`config.mk`:
```
export PLATFORM = sky130hd
export DESIGN_NAME = mbm_barrel_shift_pipe
export DESIGN_NICKNAME = d
export VERILOG_FILES = /design/src/rtl/mbm_barrel_shift_pipe.sv
export SDC_FILE = /design/constraint.sdc
export NUM_CORES = 1
export LEC_CHECK = 0
export BUFFER_PORTS_ARGS = -buffer_cell sky130_fd_sc_hd__clkbuf_2
export CORE_ASPECT_RATIO = 1.4
export CORE_MARGIN = 5
export CORE_UTILIZATION = 28
export CTS_CLUSTER_DIAMETER = 120
export CTS_CLUSTER_SIZE = 20
export DETAILED_ROUTE_END_ITERATION = 10
export GPL_TIMING_DRIVEN = 0
export PLACE_DENSITY = 0.51
export SYNTH_ARGS = -nofsm -noshare
export SYNTH_HDL_FRONTEND = slang
export SYNTH_SLANG_ARGS = --single-unit
```
`constraint.sdc`:
```
create_clock -name clk -period 2.2 [get_ports clk]
set_input_delay 0.33 -clock clk [delete_from_list [all_inputs] [get_ports clk]]
set_output_delay 0.33 -clock clk [all_outputs]
set_load 0.1 [all_outputs]
```
`src/rtl/mbm_barrel_shift_pipe.sv`:
```
`timescale 1ns/1ps
// mbm_barrel_shift_pipe
// ---------------------------------------------------------------------------
// Parametrised barrel shifter for the MBM datapath. It sits between the
// leading-one detector and the Mitchell log-add stage and accepts one operand
// per cycle. A valid/ready handshake gives full backpressure, and a
// synchronous flush discards everything in flight.
//
// Shift modes (mode):
//   2'b00 rotate right, 2'b01 rotate left,
//   2'b10 logical shift right, 2'b11 logical shift left
//
// Build option BSHIFT_PIPE_EN:
//   defined   - one register after each of the L shift levels (latency L)
//   undefined - all L levels combinational, one output register (latency 1)
//
// Ports:
//   clk        rising-edge clock
//   rst_n      asynchronous active-low reset
//   flush      synchronous clear of all valid bits; blocks input that cycle
//   in_valid   operand present on B/k/mode
//   in_ready   operand taken when in_valid && in_ready
//   B [N-1:0]  operand
//   k [L-1:0]  shift amount, 0..N-1
//   mode [1:0] shift mode (see above)
//   out_valid  result present on y/x
//   out_ready  result taken when out_valid && out_ready
//   y [N-1:0]  full shifted word
//   x [N-2:0]  mantissa fraction, y[N-1:1]
// ---------------------------------------------------------------------------
module mbm_barrel_shift_pipe #(
  parameter int N = 16,
  parameter int L = 4
) (
  input  logic         clk,
  input  logic         rst_n,
  input  logic         flush,
  input  logic         in_valid,
  output logic         in_ready,
  input  logic [N-1:0] B,
  input  logic [L-1:0] k,
  input  logic [1:0]   mode,
  output logic         out_valid,
  input  logic         out_ready,
  output logic [N-1:0] y,
  output logic [N-2:0] x
);

`ifdef BSHIFT_PIPE_EN
  localparam int Stages = L;
`else
  localparam int Stages = 1;
`endif

  // One shift level: moves the word by a fixed amount when enabled.
  // Rotates wrap the bits shifted out back in; logical shifts fill zeros.
  function automatic logic [N-1:0] shiftLevel(
    input logic [N-1:0] d,
    input logic         en,
    input int unsigned  amt,
    input logic [1:0]   m
  );
    logic [N-1:0] r;
    r = d;
    if (en) begin
      case (m)
        2'b00:   r = (d >> amt) | (d << (N - amt));
        2'b01:   r = (d << amt) | (d >> (N - amt));
        2'b10:   r = d >> amt;
        default: r = d << amt;
      endcase
    end
    return r;
  endfunction

  logic [Stages-1:0] validQ;
  logic [N-1:0]      dataQ [Stages];
  logic [Stages-1:0] srcValid;
  logic [N-1:0]      dataD [Stages];
  logic [Stages-1:0] stageLoad;

  // Ready chain, walked from the output back to the input. A stage may load
  // when it is empty or when whatever it holds is leaving this cycle, so a
  // full pipeline with out_ready high still accepts without a bubble.
  always_comb begin : readyChain
    logic downstreamReady;
    stageLoad       = '0;
    downstreamReady = out_ready;
    for (int s = Stages - 1; s >= 0; s--) begin
      stageLoad[s]    = !validQ[s] || downstreamReady;
      downstreamReady = stageLoad[s];
    end
  end

`ifdef BSHIFT_PIPE_EN
  logic [L-1:0] kQ      [Stages];
  logic [1:0]   modeQ   [Stages];
  logic [N-1:0] srcData [Stages];
  logic [L-1:0] srcK    [Stages];
  logic [1:0]   srcMode [Stages];

  // Stage s consumes the register of stage s-1 (stage 0 the input ports)
  // and applies level s, which handles shift bit k[L-1-s] (weight 2^(L-1-s)).
  always_comb begin
    srcValid = '0;
    srcData  = '{default: '0};
    srcK     = '{default: '0};
    srcMode  = '{default: '0};
    dataD    = '{default: '0};
    srcValid[0] = in_valid;
    srcData[0]  = B;
    srcK[0]     = k;
    srcMode[0]  = mode;
    for (int s = 1; s < Stages; s++) begin
      srcValid[s] = validQ[s-1];
      srcData[s]  = dataQ[s-1];
      srcK[s]     = kQ[s-1];
      srcMode[s]  = modeQ[s-1];
    end
    for (int s = 0; s < Stages; s++) begin
      dataD[s] = shiftLevel(srcData[s], srcK[s][L-1-s], 1 << (L - 1 - s), srcMode[s]);
    end
  end

  // Shift amount and mode travel alongside the data so later levels see
  // the controls that belong to their own operand.
  always_ff @(posedge clk or negedge rst_n) begin
    if (!rst_n) begin
      for (int s = 0; s < Stages; s++) begin
        kQ[s]    <= '0;
        modeQ[s] <= '0;
      end
    end else begin
      for (int s = 0; s < Stages; s++) begin
        if (stageLoad[s]) begin
          kQ[s]    <= srcK[s];
          modeQ[s] <= srcMode[s];
        end
      end
    end
  end
`else
  // Applies all L levels back to back, largest shift first.
  function automatic logic [N-1:0] shiftAll(
    input logic [N-1:0] d,
    input logic [L-1:0] kk,
    input logic [1:0]   m
  );
    logic [N-1:0] r;
    r = d;
    for (int j = 0; j < L; j++) begin
      r = shiftLevel(r, kk[L-1-j], 1 << (L - 1 - j), m);
    end
    return r;
  endfunction

  always_comb begin
    srcValid    = '0;
    dataD       = '{default: '0};
    srcValid[0] = in_valid;
    dataD[0]    = shiftAll(B, k, mode);
  end
`endif

  // Valid and data registers. Flush clears every valid bit; data is left to
  // load normally since an invalid slot's contents are never observed.
  // A stage that cannot load holds both valid and data.
  always_ff @(posedge clk or negedge rst_n) begin
    if (!rst_n) begin
      validQ <= '0;
      for (int s = 0; s < Stages; s++) begin
        dataQ[s] <= '0;
      end
    end else begin
      for (int s = 0; s < Stages; s++) begin
        if (flush) begin
          validQ[s] <= 1'b0;
        end else if (stageLoad[s]) begin
          validQ[s] <= srcValid[s];
        end
        if (stageLoad[s]) begin
          dataQ[s] <= dataD[s];
        end
      end
    end
  end

  assign in_ready  = stageLoad[0] && !flush;
  assign out_valid = validQ[Stages-1];
  assign y         = dataQ[Stages-1];
  assign x         = y[N-1:1];

endmodule

```
=== Yosys cells after proc, flatten, opt, wreduce, memory -nomap -nowiden ===
Index checks and enable logic that the tools add are counted.

* Register bits after elaboration: 17
* Output and inout port bits: 33
* Word-level logic and storage cells: 28

* Equal/unequal tests: 2
* Multiplexer cells: 10
* Bitwise logic cells: 7
* Reductions and logical operators: 7

{| class="wikitable"
|+ Operators with widths
! operator !! number
|-
| 16-bit one-hot mux with 3 select lines || 3
|-
| 16-bit 2-to-1 mux || 4
|-
| 16-bit one-hot mux with 2 select lines || 1
|-
| 12-bit by 16-bit OR with 16-bit output || 1
|-
| 14-bit by 16-bit OR with 16-bit output || 1
|-
| 15-bit by 16-bit OR with 16-bit output || 1
|-
| 16-bit by 1-bit OR with 16-bit output || 1
|-
| 16-bit by 2-bit OR with 16-bit output || 1
|-
| 16-bit by 4-bit OR with 16-bit output || 1
|-
| 16-bit by 8-bit OR with 16-bit output || 1
|-
| 2-bit by 1-bit equality test with 1-bit output (second input constant) || 1
|-
| 2-bit equality test (second input constant) || 1
|-
| 1-bit zero test || 2
|-
| 2-bit zero test || 1
|-
| 1-bit 2-to-1 mux || 2
|-
| 2-bit nonzero test || 1
|-
| 2-bit OR reduction || 1
|-
| 1-bit logical AND || 1
|-
| 1-bit logical OR || 1
|}

=== Longest topological paths before layout ===
Gate-level depths: netlist (run 1).

* Word-level depth: 13
* Depth in mapped cells: 9
* Depth with buffers taken out: 6

=== Worst setup path after synthesis (run 1) ===
Ideal clock, no wire load.

* Path kind: reg-to-output
* Start point: reg validQ, in the netlist out_valid
* End point: out in_ready
* Arrival: 2.508 ns
* Required time: 1.870 ns
* Path slack: -0.638 ns
* Stages on the path, launching flop included: 4
* Path buffers: 1
* Cells stage by stage: dfrtp_1 > nor2b_1 > clkbuf_1 > nor2_1

* Word-level cells in the longest chain between the ends: 3

{| class="wikitable"
|+ RTL lines
! item !! line !! source
|-
| start, declared || 76 || <nowiki>logic [Stages-1:0] validQ;</nowiki>
|-
| start signal, assigned by index || 179 || <nowiki>validQ[s] <= srcValid[s];</nowiki>
|-
| 1-bit zero test || 90 || <nowiki>stageLoad[s] = !validQ[s] || downstreamReady;</nowiki>
|-
| 1-bit logical OR || 90 ||
|-
| 1-bit logical AND || 188 || <nowiki>assign in_ready = stageLoad[0] && !flush;</nowiki>
|-
| end, declared || 39 || <nowiki>output logic in_ready,</nowiki>
|}

No other way between the ends.

=== Final worst setup path (run 1) ===
* Start point: in k[2]
* End point: reg dataQ (netlist bit y[7])

* Word-level cells in the longest chain between the ends: 7
* Elaborated cells on any way between the ends: 9
* Those cells by class: 5 x mux; 4 x bitwise

{| class="wikitable"
|+ RTL lines
! item !! line !! source
|-
| start, declared || 41 || <nowiki>input logic [L-1:0] k,</nowiki>
|-
| 16-bit 2-to-1 mux * || 65 || <nowiki>if (en) begin</nowiki>
|-
| 16-bit by 2-bit OR with 16-bit output or 14-bit by 16-bit OR with 16-bit output (tied branches) || 68, 67 ||
|-
| 16-bit one-hot mux with 3 select lines || 66 || <nowiki>case (m)</nowiki>
|-
| 16-bit 2-to-1 mux * || 65 ||
|-
| 16-bit by 1-bit OR with 16-bit output or 15-bit by 16-bit OR with 16-bit output (tied branches) || 68, 67 ||
|-
| 16-bit one-hot mux with 3 select lines || 66 ||
|-
| 16-bit 2-to-1 mux * || 65 ||
|-
| end signal, assigned by index || 182 || <nowiki>dataQ[s] <= dataD[s];</nowiki>
|-
| end, declared || 77 || <nowiki>logic [N-1:0] dataQ [Stages];</nowiki>
|}

Every way passes the cells marked *; elsewhere a longest branch is shown, timed or not.
A chain may end at the register's enable or synchronous reset.

==> flow_metrics.tcl, run 1 <==
set metrics [dict create \
    maxSlewHeadroom_pct 55.90 \
    grt_pass1_wl_mm 16.45 \
    yosysTopAreaCell "dfrtp_1" \
    min_period_over_period_pct 93.45 \
    area_growth_pct 19.06 \
    core_um2 9407 \
    die_h_um 125.9 \
    max_freq_mhz 486.4 \
    vias_per_cell 6.070 \
    drive_above_1_share_pct 32.65 \
    critPathMaxFanout 10 \
    ys.flop_type "dfrtp_1" \
    layout.nets 417 \
    nFillCells 999 \
    grt_pass1_vias 2987 \
    synth_seq_cells 17 \
    status "completed" \
    clock-sinks 17 \
    portBuffers 55 \
    netlist_area_um2 2685 \
    drc 0 \
    finalHoldViolCount 0 \
    grt_setup_unrepaired "false" \
    ys_seq_area_share_pct 15.84 \
    grt_max_degree 18 \
    final_cell_count_no_fill 499 \
    synth_edf_count 0 \
    ios 60 \
    syn-instance-count 330 \
    numCtsBuffers 3 \
    die_area_um2 11680 \
    criticalPathCategory "input pin to flop" \
    die_x_um 92.76 \
    place_inst 495 \
    cts_hold_buffers 0 \
    hp-class "input pin to async pin" \
    reg2regPathDepth 7 \
    synth_warnings 0 \
    wl_mm 10.26 \
    reg2reg_slack_ns 0.29 \
    clkSlewWorstSetupHoldPaths_ns 0.05 \
    seqCellArea_um2 425.4 \
    maxCapViolCount 0 \
    synthTopCellsByCount "nor2_1, mux2i_1, nand2_1, buf_4" \
    worst_clock_skew_ns 0.001738 \
    yosysTopAreaCellShare_pct 15.84 \
    grt_use_total_pct 17.52 \
    async_flop_share_pct 100.0 \
    powerDensity_nw_per_um2 697.8 \
    first_pass_iters 5 \
    synth.area.top_cells "dfrtp_1, mux2i_1, buf_4, nor2_1, mux4_2" \
    cp.arrival_ns 2.17 \
    worst_pin_slew_ns 0.6545 \
    finalPower_mw 2.231 \
    min_period_ns 2.056 \
    cts_tree "done" \
    initial_core_util_pct 28.54 \
    cts_buffer_depth 2 \
    insertion_delay_ns 0.25 \
    syn_avg_cell_area_um2 8.137 \
    grt_overflow 0 \
    critPathCaptureType "flop" \
    synth.most_common_cell "nor2_1" \
    post_cts_buffers 0 \
    dp_hpwl_mm 8.094 \
    report.final.setup_viol 0 \
    multi_input_comb_area_um2 1941 \
    ys_types 67 \
    slew_violations 0 \
    ctsHtreeMaxLevel 1 \
    rows 42 \
    synth_fp_nets 357 \
    wire_per_inst_um 20.57 \
    antenna_left 0 \
    start_kind "input pin" \
    place.gp.congestion 0.9375 \
    dr_total_vias 3029 \
    p_leak_nw 1.366 \
    grt_antenna_before_repair 0 \
    root_buffer "clkbuf_16" \
    antenna_cells 0 \
    ir_drop_mv 0.2180 \
    required_ns 2.31 \
    drt_iter0_drc 261 \
]
[layout make-up]
class,count,share of cell area (%)
multi-input cells,263,60.70
inverters,5,0.5871
plain buffers,45,10.02
flip-flops and latches,17,13.31
clock buffers,4,2.466
repair buffers,55,8.611
well taps,110,4.305
[flip-flops by register name, summed over array words and instances (netlist names)]
signal     cells
out_valid      1
y             16
[report_power, final]
group	total, mW	leakage, nW	internal [mW]	switching, mW
clock network	0.371	0.0382	0.247	0.125
registers	0.399	0.204	0.361	0.0376
logic	1.46	1.12	0.347	1.11
[per-layer routing]
layer / vias to the layer above / part of all wire, % / global-route usage (%)
li1: 1400 / - / -
met1: 1434 / 40 / 21.38
met2: 160 / 50 / 29.91
met3: 35 / 6.2 / 1.671
met4: 0 / 4.7 / 9.577
met5: - / 0 / 0
[layout by cell type (no fill, tap or decap), drive strengths merged, types with 7 or more instances in the layout]
cell     n
clkbuf  70
nand3    7
nor2    30
nand2   23
a21oi   19
dfrtp   17
nor3    10
buf     34
mux2i   28
o21ai   19
o22ai    9
mux2     7
nor2b   10
[through the flow]
step	area [um^2]	hold slack, ns	setup slack, ns	util (%)	setup TNS [ns]
finish	3197	0.01314	0.1441	33.99	0
global route	3197	0.05724	0.006835	33.99	0
CTS	3186	0.02837	0.02142	33.87	0
detailed placement	3105	0.2989	-0.1906	33.01	-1.266
global placement	3105	0.2926	-0.1987	33.01	-1.362
floorplan	2693	0.03441	0.001413	-	0
[what timing repair did]
action,4_1_cts,5_1_grt
pin swaps,0,0
endpoints found under the setup margin,1,6
resized for setup,1,5
cloned,0,0
[worst max-delay path: stages]
cell	delay, ns
clkbuf_2	0.10
buf_4	0.18
inv_1	0.15
buf_2	0.25
o21ai_0	0.57
nand2_1	0.17
a211oi_1	0.32
a2111oi_2	0.09
[kinds of logic (layout without fill, tap and decap cells)]
kind of cell,count (synthesis),count (layout),share of synthesized area [%]
and+or+nand+nor,99,99,18.41
buffers and inverters,50,109,12.53
DFF,17,17,15.84
muxes,39,39,17.01
AOI/OAI and AO/OA,125,125,36.21
[final timing paths]
kind / startpoint / end
worst max-delay path: k[2] / y[7]
worst min-delay path: rst_n / y[6]
worst max register to register: out_valid / y[5]
worst min register to register: y[0] / y[0]
max in group asynchronous: rst_n / y[14]
min in group clk: flush / out_valid
Note: power is estimated with default switching activity, not from simulation.
==> run 2, diff against run 1 <==
--- a/config.mk
+++ b/config.mk
@@ -14,6 +14,7 @@
 export DETAILED_ROUTE_END_ITERATION = 10
 export GPL_TIMING_DRIVEN = 0
 export PLACE_DENSITY = 0.51
+export REMOVE_ABC_BUFFERS = 1
 export SYNTH_ARGS = -nofsm -noshare
 export SYNTH_HDL_FRONTEND = slang
 export SYNTH_SLANG_ARGS = --single-unit
==> run 2 against run 1 <==
Effect of this change: die area is the same; clock power is 1% lower; first-iteration DRC count decreased by 2.7%; flip-flop and latch count unchanged; clock-buffer cell count unchanged; non-clock buffer count down 37; register-to-register slack about the same; sequential power is essentially flat; sequential share of layout area increased by 1.0 points; utilization down 2.4 points; fmax grew 1.0%; largest power group unchanged; highest routed layer unchanged.
==> flow_metrics.tcl, run 2 (synthesis results as in run 1) <==
set metrics [dict create \
    die_h_um 125.9 \
    nFillCells 1019 \
    place_ws_ns -1.180 \
    rows 42 \
    worst_clock_skew_ns 0.002520 \
    gr-max-usage-layer "met2" \
    totalNegativeSetupSlack_ns 0 \
    cts_tree "done" \
    maxSlewHeadroom_pct 53.30 \
    grtUsageMet1_pct 19.60 \
    final_common_cell "clkbuf_2" \
    required_ns 2.35 \
    first_pass_iters 5 \
    post-route-util_pct 31.54 \
    grt_max_degree 56 \
    portBuffers 59 \
    grt_use_total_pct 15.15 \
    largest_reg_flops 16 \
    drt_iter0_drc 254 \
    fin_ws_ns 0.1646 \
    ir_drop_mv 0.2550 \
    clock-sinks 17 \
    max_freq_mhz 491.3 \
    grt_pass1_wl_mm 14.48 \
    slew_violations 0 \
    area_growth_pct 10.48 \
    use_met3_pct 0.8950 \
    die_x_um 92.76 \
    ios 60 \
    layout.nets 380 \
    wl_mm 8.932 \
    ctsHtreeMaxLevel 1 \
    antenna_left 0 \
    initial_core_util_pct 28.54 \
    drc 0 \
    core_um2 9407 \
    wire_per_inst_um 19.33 \
    antenna_cells 0 \
    hp-class "input pin to async pin" \
    min_period_over_period_pct 92.52 \
    grt_antenna_before_repair 0 \
    dpl_cell_area_um2 2800 \
    place.gp.congestion 0.9146 \
    die_area_um2 11680 \
    drive_above_1_share_pct 29.26 \
    powerDensity_nw_per_um2 716.6 \
    start_kind "input pin" \
    rr_endpoint "y[11]" \
    maxCapViolCount 0 \
    fin_area_um2 2967 \
    finalHoldViolCount 0 \
    r2r-start "out_valid" \
    grt_pass1_vias 2706 \
    insertion_delay_ns 0.25 \
    cts_buffer_depth 2 \
    critPathCaptureType "flop" \
    p_leak_nw 1.222 \
    criticalPathCategory "input pin to flop" \
    dp_hpwl_mm 6.713 \
    reg2reg_slack_ns 0.30 \
    clkSlewWorstSetupHoldPaths_ns 0.05 \
    critPathMaxFanout 55 \
    grt_overflow 0 \
    dr_total_vias 2807 \
    use_met2_pct 26.60 \
    report.final.setup_viol 0 \
    final_cell_mix "clkbuf_2, nor2_1, mux2i_1" \
    numCtsBuffers 3 \
    status "completed" \
    vias_per_cell 6.076 \
    grt_setup_unrepaired "false" \
    cp.arrival_ns 2.19 \
    worst_pin_slew_ns 0.6957 \
    min_period_ns 2.035 \
    reg2regPathDepth 5 \
    root_buffer "clkbuf_16" \
]
-- run 2: cell types whose count changed in the layout (fill, tap and decap cells not counted), sizes merged --
cell,before,now
clkinvlp,0,1
clkbuf,70,61
buf,34,6
inv,4,3
-- run 2: worst max-delay path by stage --
stage,depth (start not counted),endpoint,from
after global placement,7,y[15],mode[0]
after CTS,7,y[2],mode[0]
after floorplan,2,in_ready,out_valid
final,7,y[15],mode[0]
after global routing,7,y[15],mode[0]
after detailed placement,7,y[15],mode[0]
-- run 2: area by class of cell --
type	instances	area [um^2]	share of cell area (%)
multi-input combinational	263	1951	65.75
sequential	17	425.4	14.34
timing repair buffer	63	350.3	11.81
tap	110	137.6	4.639
clock buffer	4	78.83	2.657
inverter	5	23.77	0.8013
-- run 2: metrics by stage --
stage,hold WS (ns),instances,power [mW]
after floorplan,0.03441,285,1.426
after detailed placement,0.2957,454,1.747
after CTS,0.03212,462,2.127
after global placement,0.2915,454,1.742
final,0.005350,462,2.126
after global routing,0.05387,462,2.215
-- run 2: repair_timing --
| item | in CTS | in global routing |
|---|---|---|
| buffers inserted | 4 | 0 |
| resized for setup | 11 | 8 |
| hold buffers | 0 | 0 |
| setup endpoints to repair | 17 | 11 |
-- run 2: power by group --
| group | leakage, nW | total (mW) | switching [mW] | internal (mW) |
|---|---|---|---|---|
| sequential | 0.204 | 0.401 | 0.0393 | 0.361 |
| combinational | 0.980 | 1.36 | 1.08 | 0.280 |
| clock | 0.0382 | 0.366 | 0.120 | 0.246 |
-- run 2: routing by layer --
layer / up-vias / routed length, um
met4: 0 / 201
met1: 1368 / 3791
li1: 1319 / -
met5: - / 0
met3: 15 / 438
met2: 105 / 4500
-- run 2: worst max-delay path: stages --
cell      delay (ns)
buf_8           0.34
nand2b_2        0.25
o22a_1          0.27
a21oi_2         0.28
o21ai_1         0.20
o31a_1          0.30
a311oi_1        0.20
==> run 3, diff against run 2 <==
--- a/config.mk
+++ b/config.mk
@@ -9,12 +9,14 @@
 export CORE_ASPECT_RATIO = 1.4
 export CORE_MARGIN = 5
 export CORE_UTILIZATION = 28
+export CTS_BUF_LIST = sky130_fd_sc_hd__clkbuf_8
 export CTS_CLUSTER_DIAMETER = 120
 export CTS_CLUSTER_SIZE = 20
 export DETAILED_ROUTE_END_ITERATION = 10
 export GPL_TIMING_DRIVEN = 0
 export PLACE_DENSITY = 0.51
 export REMOVE_ABC_BUFFERS = 1
+export SKIP_LAST_GASP = 1
 export SYNTH_ARGS = -nofsm -noshare
 export SYNTH_HDL_FRONTEND = slang
 export SYNTH_SLANG_ARGS = --single-unit
==> run 3 against run 2 <==
Effect of this change: the flow now finishes with violations (negative hold slack); die area stayed put; wire length is 0.75% lower; critical path type unchanged; via count is 2.8% lower; clock skew is 0.00094 ns lower; first-iteration DRC count is 2.4% higher; clock power is 35% lower; combinational power hardly changed; final area is 1.6% lower; critical path depth stayed put; register-to-register slack hardly changed; largest cell class unchanged; worst hold slack worse by 0.014 ns.
==> flow_metrics.tcl, run 3 (synthesis results as in run 1) <==
set metrics [dict create \
    grt_setup_unrepaired "true" \
    required_ns 2.37 \
    wire_per_inst_um 19.19 \
    combPwrFrac_pct 68.0 \
    maxCapViolCount 0 \
    max_freq_mhz 480.4 \
    power_switching_mw 1.227 \
    totalNegativeSetupSlack_ns 0 \
    numCtsBuffers 3 \
    antenna_left 0 \
    criticalPathCategory "input pin to flop" \
    seqCellArea_um2 425.4 \
    dr_total_vias 2729 \
    min_period_ns 2.081 \
    multi_input_comb_area_um2 1941 \
    die_x_um 92.76 \
    initial_core_util_pct 28.54 \
    portBuffers 59 \
    grt_max_degree 56 \
    whs_ns -0.008723 \
    powerDensity_nw_per_um2 681.5 \
    cts_tree "done" \
    hp-class "input pin to async pin" \
    final_cell_mix "clkbuf_2, nor2_1, mux2i_1" \
    slew_violations 0 \
    insertion_delay_ns 0.26 \
    report.final.setup_viol 0 \
    rows 42 \
    first_pass_iters 4 \
    drc 0 \
    violations "negative hold slack" \
    dp_hpwl_mm 6.713 \
    status "complete, but fails checks" \
    drt_iter0_drc 260 \
    nFillCells 1025 \
    core_um2 9407 \
    clock-sinks 17 \
    power_frac_seq_pct 20.1 \
    worst_clock_skew_ns 0.001578 \
    area_growth_pct 8.760 \
    grt_pass1_wl_mm 14.55 \
    final_common_cell "clkbuf_2" \
    cts_buffer_depth 2 \
    netSwitchingFraction_pct 61.67 \
    maxSlewHeadroom_pct 54.39 \
    layout.nets 380 \
    grt_antenna_before_repair 0 \
    min_period_over_period_pct 94.61 \
    reg2regPathDepth 5 \
    ctsHtreeMaxLevel 1 \
    p_int_mw 0.7628 \
    die_area_um2 11680 \
    worst_pin_slew_ns 0.6795 \
    largest_reg_flops 16 \
    ios 60 \
    post-route-util_pct 31.05 \
    drive_above_1_share_pct 28.98 \
    vias_per_cell 5.907 \
    grt_use_total_pct 15.35 \
    die_h_um 125.9 \
    grt_overflow 0 \
    grt_pass1_vias 2704 \
    finalHoldViolCount 17 \
    antenna_cells 0 \
    wl_mm 8.865 \
    cp.arrival_ns 2.25 \
    start_kind "input pin" \
    root_buffer "clkbuf_8" \
    cts_hold_buffers 0 \
    critPathMaxFanout 46 \
    reg2reg_slack_ns 0.29 \
    ir_drop_mv 0.1859 \
    place.gp.congestion 0.9146 \
    critPathCaptureType "flop" \
    p_clk_share_pct 11.9 \
    p_leak_nw 1.205 \
    clkSlewWorstSetupHoldPaths_ns 0.07 \
]
-- run 3: critical path, cell delays in order --
cell      delay [ns]
clkbuf_8        0.31
a21boi_2        0.46
a221oi_1        0.16
a21oi_2         0.28
o21ai_1         0.20
o31a_1          0.30
a311oi_1        0.20
-- run 3: through the flow --
step	instance area [um^2]	cells	power (mW)	worst slack, ns	hold WS [ns]
6_report	2920	462	1.990	0.1185	-0.008723
5_1_grt	2920	462	2.080	-0.02474	0.03805
4_1_cts	2903	462	1.996	-0.07167	0.01600
3_3_place_gp	2800	454	1.742	-1.144	0.2915
3_5_place_dp	2800	454	1.747	-1.180	0.2957
2_1_floorplan	2367	285	1.426	-0.5373	0.03441
-- run 3: worst paths after layout --
path / startpoint / endpoint
worst max-delay path: k[3] / y[15]
worst min-delay path: rst_n / y[5]
worst max register to register: out_valid / y[11]
worst min register to register: y[11] / y[11]
max in group asynchronous: rst_n / y[14]
min in group clk: flush / out_valid
-- run 3: metal layers --
metal  wire length [um]  up-vias  GRT usage [%]
met1               3710     1309          19.89
met5                  0        -              0
met4                181        0          5.177
met3                484       14         0.8950
met2               4490       84          26.86
li1                   -     1322              -
-- run 3: timing repair --
item | in CTS | in global routing
gates resized for setup | 9 | 7
setup buffers | 4 | 0
setup endpoints to repair | 17 | 14
-- run 3: area by class of cell --
cell class / instances / area share [%]
tap: 110 / 4.713
clock buffer: 3 / 1.414
clock inverter: 1 / 0.1285
timing repair buffer: 63 / 11.91
sequential: 17 / 14.57
inverter: 5 / 0.8141
multi-input combinational: 263 / 66.45
-- run 3: power groups by stage --
stage,Sequential (mW),Clock (mW),Combinational (mW)
finish,0.400,0.238,1.35
floorplan,1.08,0,0.350
global route,0.409,0.253,1.42
detailed placement,0.408,0,1.34
global placement,0.405,0,1.34
CTS,0.402,0.245,1.35
